**src/rtl/cart_pkg.sv**
```systemverilog
// Shared types and constants for the Atari 2600 cartridge bank-switch mapper.
package cart_pkg;

  typedef enum logic [1:0] {
    ST_IDLE     = 2'd0,
    ST_ROM_WAIT = 2'd1,
    ST_ACK      = 2'd2
  } cart_state_e;

  localparam logic [11:0] SC_WR_BASE = 12'h000;
  localparam logic [11:0] SC_RD_BASE = 12'h080;
  localparam int          SC_SIZE    = 128;

  function automatic int clog2(input int value);
    int result;
    result = 0;
    for (int i = 0; i < 31; i++) begin
      if ((32'sd1 <<< i) < value) result = i + 1;
    end
    return result;
  endfunction

endpackage

```
**src/rtl/cart_superchip_ram.sv**
```systemverilog
// Superchip 128x8 cartridge RAM: synchronous write and registered read, no reset on contents.
module cart_superchip_ram
  import cart_pkg::*;
(
  input  logic       clock,
  input  logic       we_i,
  input  logic       re_i,
  input  logic [6:0] addr_i,
  input  logic [7:0] wdata_i,
  output logic [7:0] rdata_o
);

  logic [7:0] mem_q [SC_SIZE];
  logic [7:0] rdata_q;

  always_ff @(posedge clock) begin
    if (we_i) mem_q[addr_i] <= wdata_i;
    if (re_i) rdata_q <= mem_q[addr_i];
  end

  assign rdata_o = rdata_q;

endmodule

```
**src/rtl/wb_cart_mapper.sv**
```systemverilog
// Wishbone cartridge bank-switch controller mapping a 4 KiB window onto banked ROM.
// Optional Superchip RAM is enabled with the CART_SUPERCHIP_EN macro.
module wb_cart_mapper
  import cart_pkg::*;
#(
  parameter int          NUM_BANKS    = 8,
  parameter logic [11:0] HOTSPOT_BASE = 12'hFF4,
  parameter int          RESET_BANK   = 0,
  localparam int         BANK_BITS    = (clog2(NUM_BANKS) > 1) ? clog2(NUM_BANKS) : 1
) (
  input  logic                    clock,
  input  logic                    reset,
  input  logic                    stb_i,
  input  logic                    we_i,
  input  logic [11:0]             adr_i,
  input  logic [7:0]              dat_i,
  output logic                    ack_o,
  output logic [7:0]              dat_o,
  output logic                    rom_stb_o,
  output logic [12+BANK_BITS-1:0] rom_adr_o,
  input  logic                    rom_ack_i,
  input  logic [7:0]              rom_dat_i,
  output logic [BANK_BITS-1:0]    bank_o
);

  cart_state_e             state_q, state_d;
  logic [11:0]             adr_q, adr_d;
  logic [7:0]              dat_q, dat_d;
  logic [BANK_BITS-1:0]    bank_q, bank_d;
  logic [12+BANK_BITS-1:0] rom_adr_q, rom_adr_d;
  logic                    sc_sel_q, sc_sel_d;
  logic                    sc_wr_s, sc_rd_s;
  logic [7:0]              ram_rdata_s;
  logic [12:0]             hs_off_s;
  logic                    hs_hit_s;

`ifdef CART_SUPERCHIP_EN
  logic ram_we_s, ram_re_s;

  assign sc_wr_s  = (adr_i[11:7] == SC_WR_BASE[11:7]);
  assign sc_rd_s  = (adr_i[11:7] == SC_RD_BASE[11:7]);
  assign ram_we_s = (state_q == ST_IDLE) && stb_i && we_i && sc_wr_s && !reset;
  assign ram_re_s = (state_q == ST_IDLE) && stb_i && !we_i && sc_rd_s && !reset;

  cart_superchip_ram u_ram (
    .clock  (clock),
    .we_i   (ram_we_s),
    .re_i   (ram_re_s),
    .addr_i (adr_i[6:0]),
    .wdata_i(dat_i),
    .rdata_o(ram_rdata_s)
  );
`else
  logic unused_dat_s;

  assign sc_wr_s      = 1'b0;
  assign sc_rd_s      = 1'b0;
  assign ram_rdata_s  = 8'h00;
  assign unused_dat_s = ^dat_i;
`endif

  // Widened subtraction so offsets below the base never alias into the hot-spot range.
  assign hs_off_s = {1'b0, adr_q} - {1'b0, HOTSPOT_BASE};
  assign hs_hit_s = (NUM_BANKS > 1) && (adr_q >= HOTSPOT_BASE) && (hs_off_s < 13'(NUM_BANKS));

  always_comb begin
    state_d   = state_q;
    adr_d     = adr_q;
    dat_d     = dat_q;
    bank_d    = bank_q;
    rom_adr_d = rom_adr_q;
    sc_sel_d  = sc_sel_q;
    case (state_q)
      ST_IDLE: begin
        if (stb_i) begin
          adr_d    = adr_i;
          sc_sel_d = 1'b0;
          if (sc_wr_s) begin
            if (!we_i) dat_d = 8'hFF;
            state_d = ST_ACK;
          end else if (sc_rd_s) begin
            sc_sel_d = !we_i;
            state_d  = ST_ACK;
          end else if (we_i) begin
            state_d = ST_ACK;
          end else begin
            rom_adr_d = {bank_q, adr_i};
            state_d   = ST_ROM_WAIT;
          end
        end else begin
          state_d = ST_IDLE;
        end
      end
      ST_ROM_WAIT: begin
        if (rom_ack_i) begin
          dat_d   = rom_dat_i;
          state_d = ST_ACK;
        end else begin
          state_d = ST_ROM_WAIT;
        end
      end
      ST_ACK: begin
        state_d = ST_IDLE;
        // Bank switches only as the acknowledge retires, so the hot-spot access sees the old bank.
        if (hs_hit_s) bank_d = hs_off_s[BANK_BITS-1:0];
        else          bank_d = bank_q;
      end
      default: state_d = ST_IDLE;
    endcase
  end

  always_ff @(posedge clock) begin
    if (reset) begin
      state_q   <= ST_IDLE;
      adr_q     <= 12'h000;
      dat_q     <= 8'h00;
      bank_q    <= BANK_BITS'(RESET_BANK);
      rom_adr_q <= '0;
      sc_sel_q  <= 1'b0;
    end else begin
      state_q   <= state_d;
      adr_q     <= adr_d;
      dat_q     <= dat_d;
      bank_q    <= bank_d;
      rom_adr_q <= rom_adr_d;
      sc_sel_q  <= sc_sel_d;
    end
  end

  assign ack_o     = (state_q == ST_ACK);
  assign rom_stb_o = (state_q == ST_ROM_WAIT);
  assign rom_adr_o = rom_adr_q;
  assign bank_o    = bank_q;
  assign dat_o     = sc_sel_q ? ram_rdata_s : dat_q;

endmodule
```
**config.mk**
```make
export PLATFORM = sky130hd
export DESIGN_NAME = wb_cart_mapper
export DESIGN_NICKNAME = d
export VERILOG_FILES = /design/src/rtl/cart_pkg.sv /design/src/rtl/cart_superchip_ram.sv /design/src/rtl/wb_cart_mapper.sv
export SDC_FILE = /design/constraint.sdc
export NUM_CORES = 1
export LEC_CHECK = 0
export CAP_MARGIN = 20
export CELL_PAD_IN_SITES_DETAIL_PLACEMENT = 0
export CELL_PAD_IN_SITES_GLOBAL_PLACEMENT = 2
export CORE_ASPECT_RATIO = 0.6
export CORE_MARGIN = 2
export CORE_UTILIZATION = 25
export CTS_CLUSTER_SIZE = 30
export DETAILED_ROUTE_END_ITERATION = 8
export HOLD_SLACK_MARGIN = 0.08
export PLACE_DENSITY = 0.83
export SLEW_MARGIN = 40
export SYNTH_ARGS = -nofsm -noshare
export SYNTH_HDL_FRONTEND = slang
export SYNTH_SLANG_ARGS = --single-unit
```
**constraint.sdc**
```tcl
create_clock -name clock -period 2.1 [get_ports clock]
set_clock_uncertainty 0.05 [all_clocks]
set_input_delay 0.42 -clock clock [delete_from_list [all_inputs] [get_ports clock]]
set_output_delay 0.42 -clock clock [all_outputs]
set_load 0.005 [all_outputs]
```
==> reports/summary.txt <==
Router iterations before antenna repair - 2
Wire per inst - 12.9 um
GRT Util Overall - 12.4%
Number of synthesized register bits - 40
Initial core utilization - 26.2%
Yosys warns - 0
Switching share of total power - 21.1%
# diodes - 0
Final hold violation count - 0
Grt total ovfl - 0
Critical path fanouts, max - 8
Post-Place Cell Area - 2230 um2
CP cell instances - and2b_1, clkdlybuf4s50_1
RePlAce Congestion - 0.731
Post-route cell area - 2390 um2
Crit path from - state_q[0]$_SDFF_PP0_
Syn nets - 210
Worst-margin pin slew - 0.388 ns
Largest family of logic cells by synthesized area - simple AND/OR/NAND/NOR gates
Fin util - 38.6%
NetSw - 0.401 mW
Final setup violation count - 0
HP Start - adr_q[7]$_SDFFE_PP0P_
Max VDD drop - 0.305 mV
I/O pin cnt - 61
Slowest cell on crit path - dfxtp_1
Avg Cell Area, Syn - 9.21 um2
Largest net degree at the start of global routing - 21
DRC violations left - 0
Setup_tns - 0 ns
Initial drt markers - 46
H-tree levels - 2
Proportion of synthesized area in mux cells - 6.87%
Port Buf Inserts - 52
Total CTS buffers - 5
Adder-cell area share of the yosys netlist - 0.772%
Synth async-reset ratio - 0%
Clock Pin Slew Worst Setup and Hold Paths - 0.07 ns
Clock Tree Buf Depth - 2
Top post-synthesis cells by area - dfxtp_1 (49%), nand2_1 (10%), mux2i_1 (6.2%)
Post-synth top area share - 49.4%
Critical Path Sink Type - output pin
Synth Area in XOR/XNOR - 0%
Clk Latency, worst-skew pair - 0.30 ns
Top FF cell, synth - dfxtp_1
# clock sinks - 40
Critical path class - flip-flop to output pin
Min Tclk post-route - 1.95 ns
RSZ-0062 raised after global routing - false
Internal - 1.50 mW
HP Class - flip-flop to flip-flop
Sequential area share after synthesis - 49.4%
Final Instance Count excl. Fillers - 318
Vias in the first global route - 1261
Inst Count DP - 310
Final wirelength - 4090 um
Pwr dens - 795 nW/um2
Clk pwr share - 45.9%
LEAKAGE - 0.895 nW
Max stage delay on crit path - 0.50 ns
Vias per Instance - 4.19
Die width - 108 um
Core box area - 6190 um2
Worst reg2reg path startpoint - adr_q[2]$_SDFFE_PP0P_
Max Slew Vio Count - 0
Share of post-route cells with drive strength above 1 - 18.4%
Vias - 1331
Setup crit start kind - flip-flop
Fmax - 0.512 GHz
Reg2Reg Setup Slack - 0.30 ns
Relative slew slack - 74.2%
Initial antenna violation count - 0
Outcome - finished, final reports clean
Synth unique cells - 28
CTS tree - done
Seq pwr share - 42.8%
Die span in y - 66.4 um
Synth Area in Simple Gates - 24.5%
Compound-Gate Fraction of Synth Area - 13.1%
Mapped Cells - 176
Rows - 22
Hpwl dp - 2850 um
Synthesized area - 1620 um2
Final nets - 267
EDFF count, synth - 0
First-pass GRT wire length - 6580 um
Leading area contributor after synthesis - dfxtp_1
Worst Path Required - 1.63 ns
CTS Root Cell - clkbuf_8
Post-CTS setup buffers - 0
Combinational Power Share - 11.3%
Die area - 7170 um2
Post-DRT Antenna Nets - 0
Crit path arrival time - 1.48 ns
Max Cap Violations - 0
Period utilization - 93.0%
Syn-to-layout area delta - 47.6%
state kept, by name (all words and copies together) (netlist names):
register / count
rom_adr_o: 15
state_q: 2
bank_o: 3
adr_q: 12
dat_q: 8
path summary, 6_finish.rpt:
path | endpoint | cells after the start
setup reg to reg | bank_o[2]$_SDFFE_PP0P_ | 5
hold reg to reg | adr_q[7]$_SDFFE_PP0P_ | 2
setup / recovery | rom_stb_o | 2
hold / removal | adr_q[7]$_SDFFE_PP0P_ | 2
power by group through the flow:
stage                     combinational [mW]  clock [mW]  sequential [mW]
after detailed placement               0.217           0            0.832
after floorplan                        0.109           0            0.826
after global placement                 0.213           0            0.832
after CTS                              0.217       0.899            0.815
after global routing                   0.235       0.936            0.820
final                                  0.214       0.873            0.815
per-stage QoR:
step           total power, mW  setup slack (ns)  hold slack [ns]
2_1_floorplan            0.935             0.352            0.386
3_3_place_gp              1.04             0.154            0.394
3_5_place_dp              1.05             0.117            0.399
4_1_cts                   1.93            0.0747            0.410
5_1_grt                   1.99            0.0850            0.427
6_report                  1.90             0.148            0.408
metal layers:
layer	part of all wire [%]	up-vias	global-route usage, %
met2	38	37	16.0
met4	1.2	0	5.29
met5	0	-	0
met3	6.2	5	4.53
met1	55	600	17.8
li1	-	689	-
area by class of cell:
cell class / instances / area [um2]
clock buffer: 5 / 68.8
clock inverter: 3 / 90.1
fill: 643 / 3800
inverter: 3 / 11.3
multi-input combinational: 122 / 733
sequential: 40 / 802
tap: 84 / 105
timing repair buffer: 61 / 583
cell families after synthesis:
family,Yosys count
DFF,40
adders and majority gates,1
and+or+nand+nor,80
buffers and inverters,14
muxes,11
AOI/OAI and AO/OA,30
cells in the mapped netlist, types with 2 or more instances:
library cell  instances
mux2i_1              10
buf_2                 3
a21oi_1              18
nand2_1              45
nand2_2              10
a21oi_2              10
buf_6                 2
nor2b_1               2
clkbuf_1              4
nand4b_1              2
dfxtp_1              40
nor2_1                9
inv_1                 3
nand2b_1              4
worst max-delay path, delay by kind of cell (launching register included):
kind          cells  cell delay [ns]
buf+inv           1             0.50
flops             1             0.50
simple gates      1             0.19
cell usage in the layout, fill, tap and decap left out, types with 2 or more instances in the layout:
master	n
a21oi_1	18
nand2b_1	4
buf_4	9
dfxtp_1	39
inv_1	3
clkbuf_8	5
mux2i_1	10
nor2_1	9
a21oi_2	10
nand2_2	10
nand2_1	45
nand4b_1	2
nor2b_1	2
bufinv_16	3
clkdlybuf4s50_1	51
repair_timing:
| action | CTS | global route |
|---|---|---|
| endpoints found under the setup margin | 0 | 2 |
| gates resized for setup | 0 | 1 |
| hold buffers | 0 | 0 |
Power figures use the tool's default switching activity.
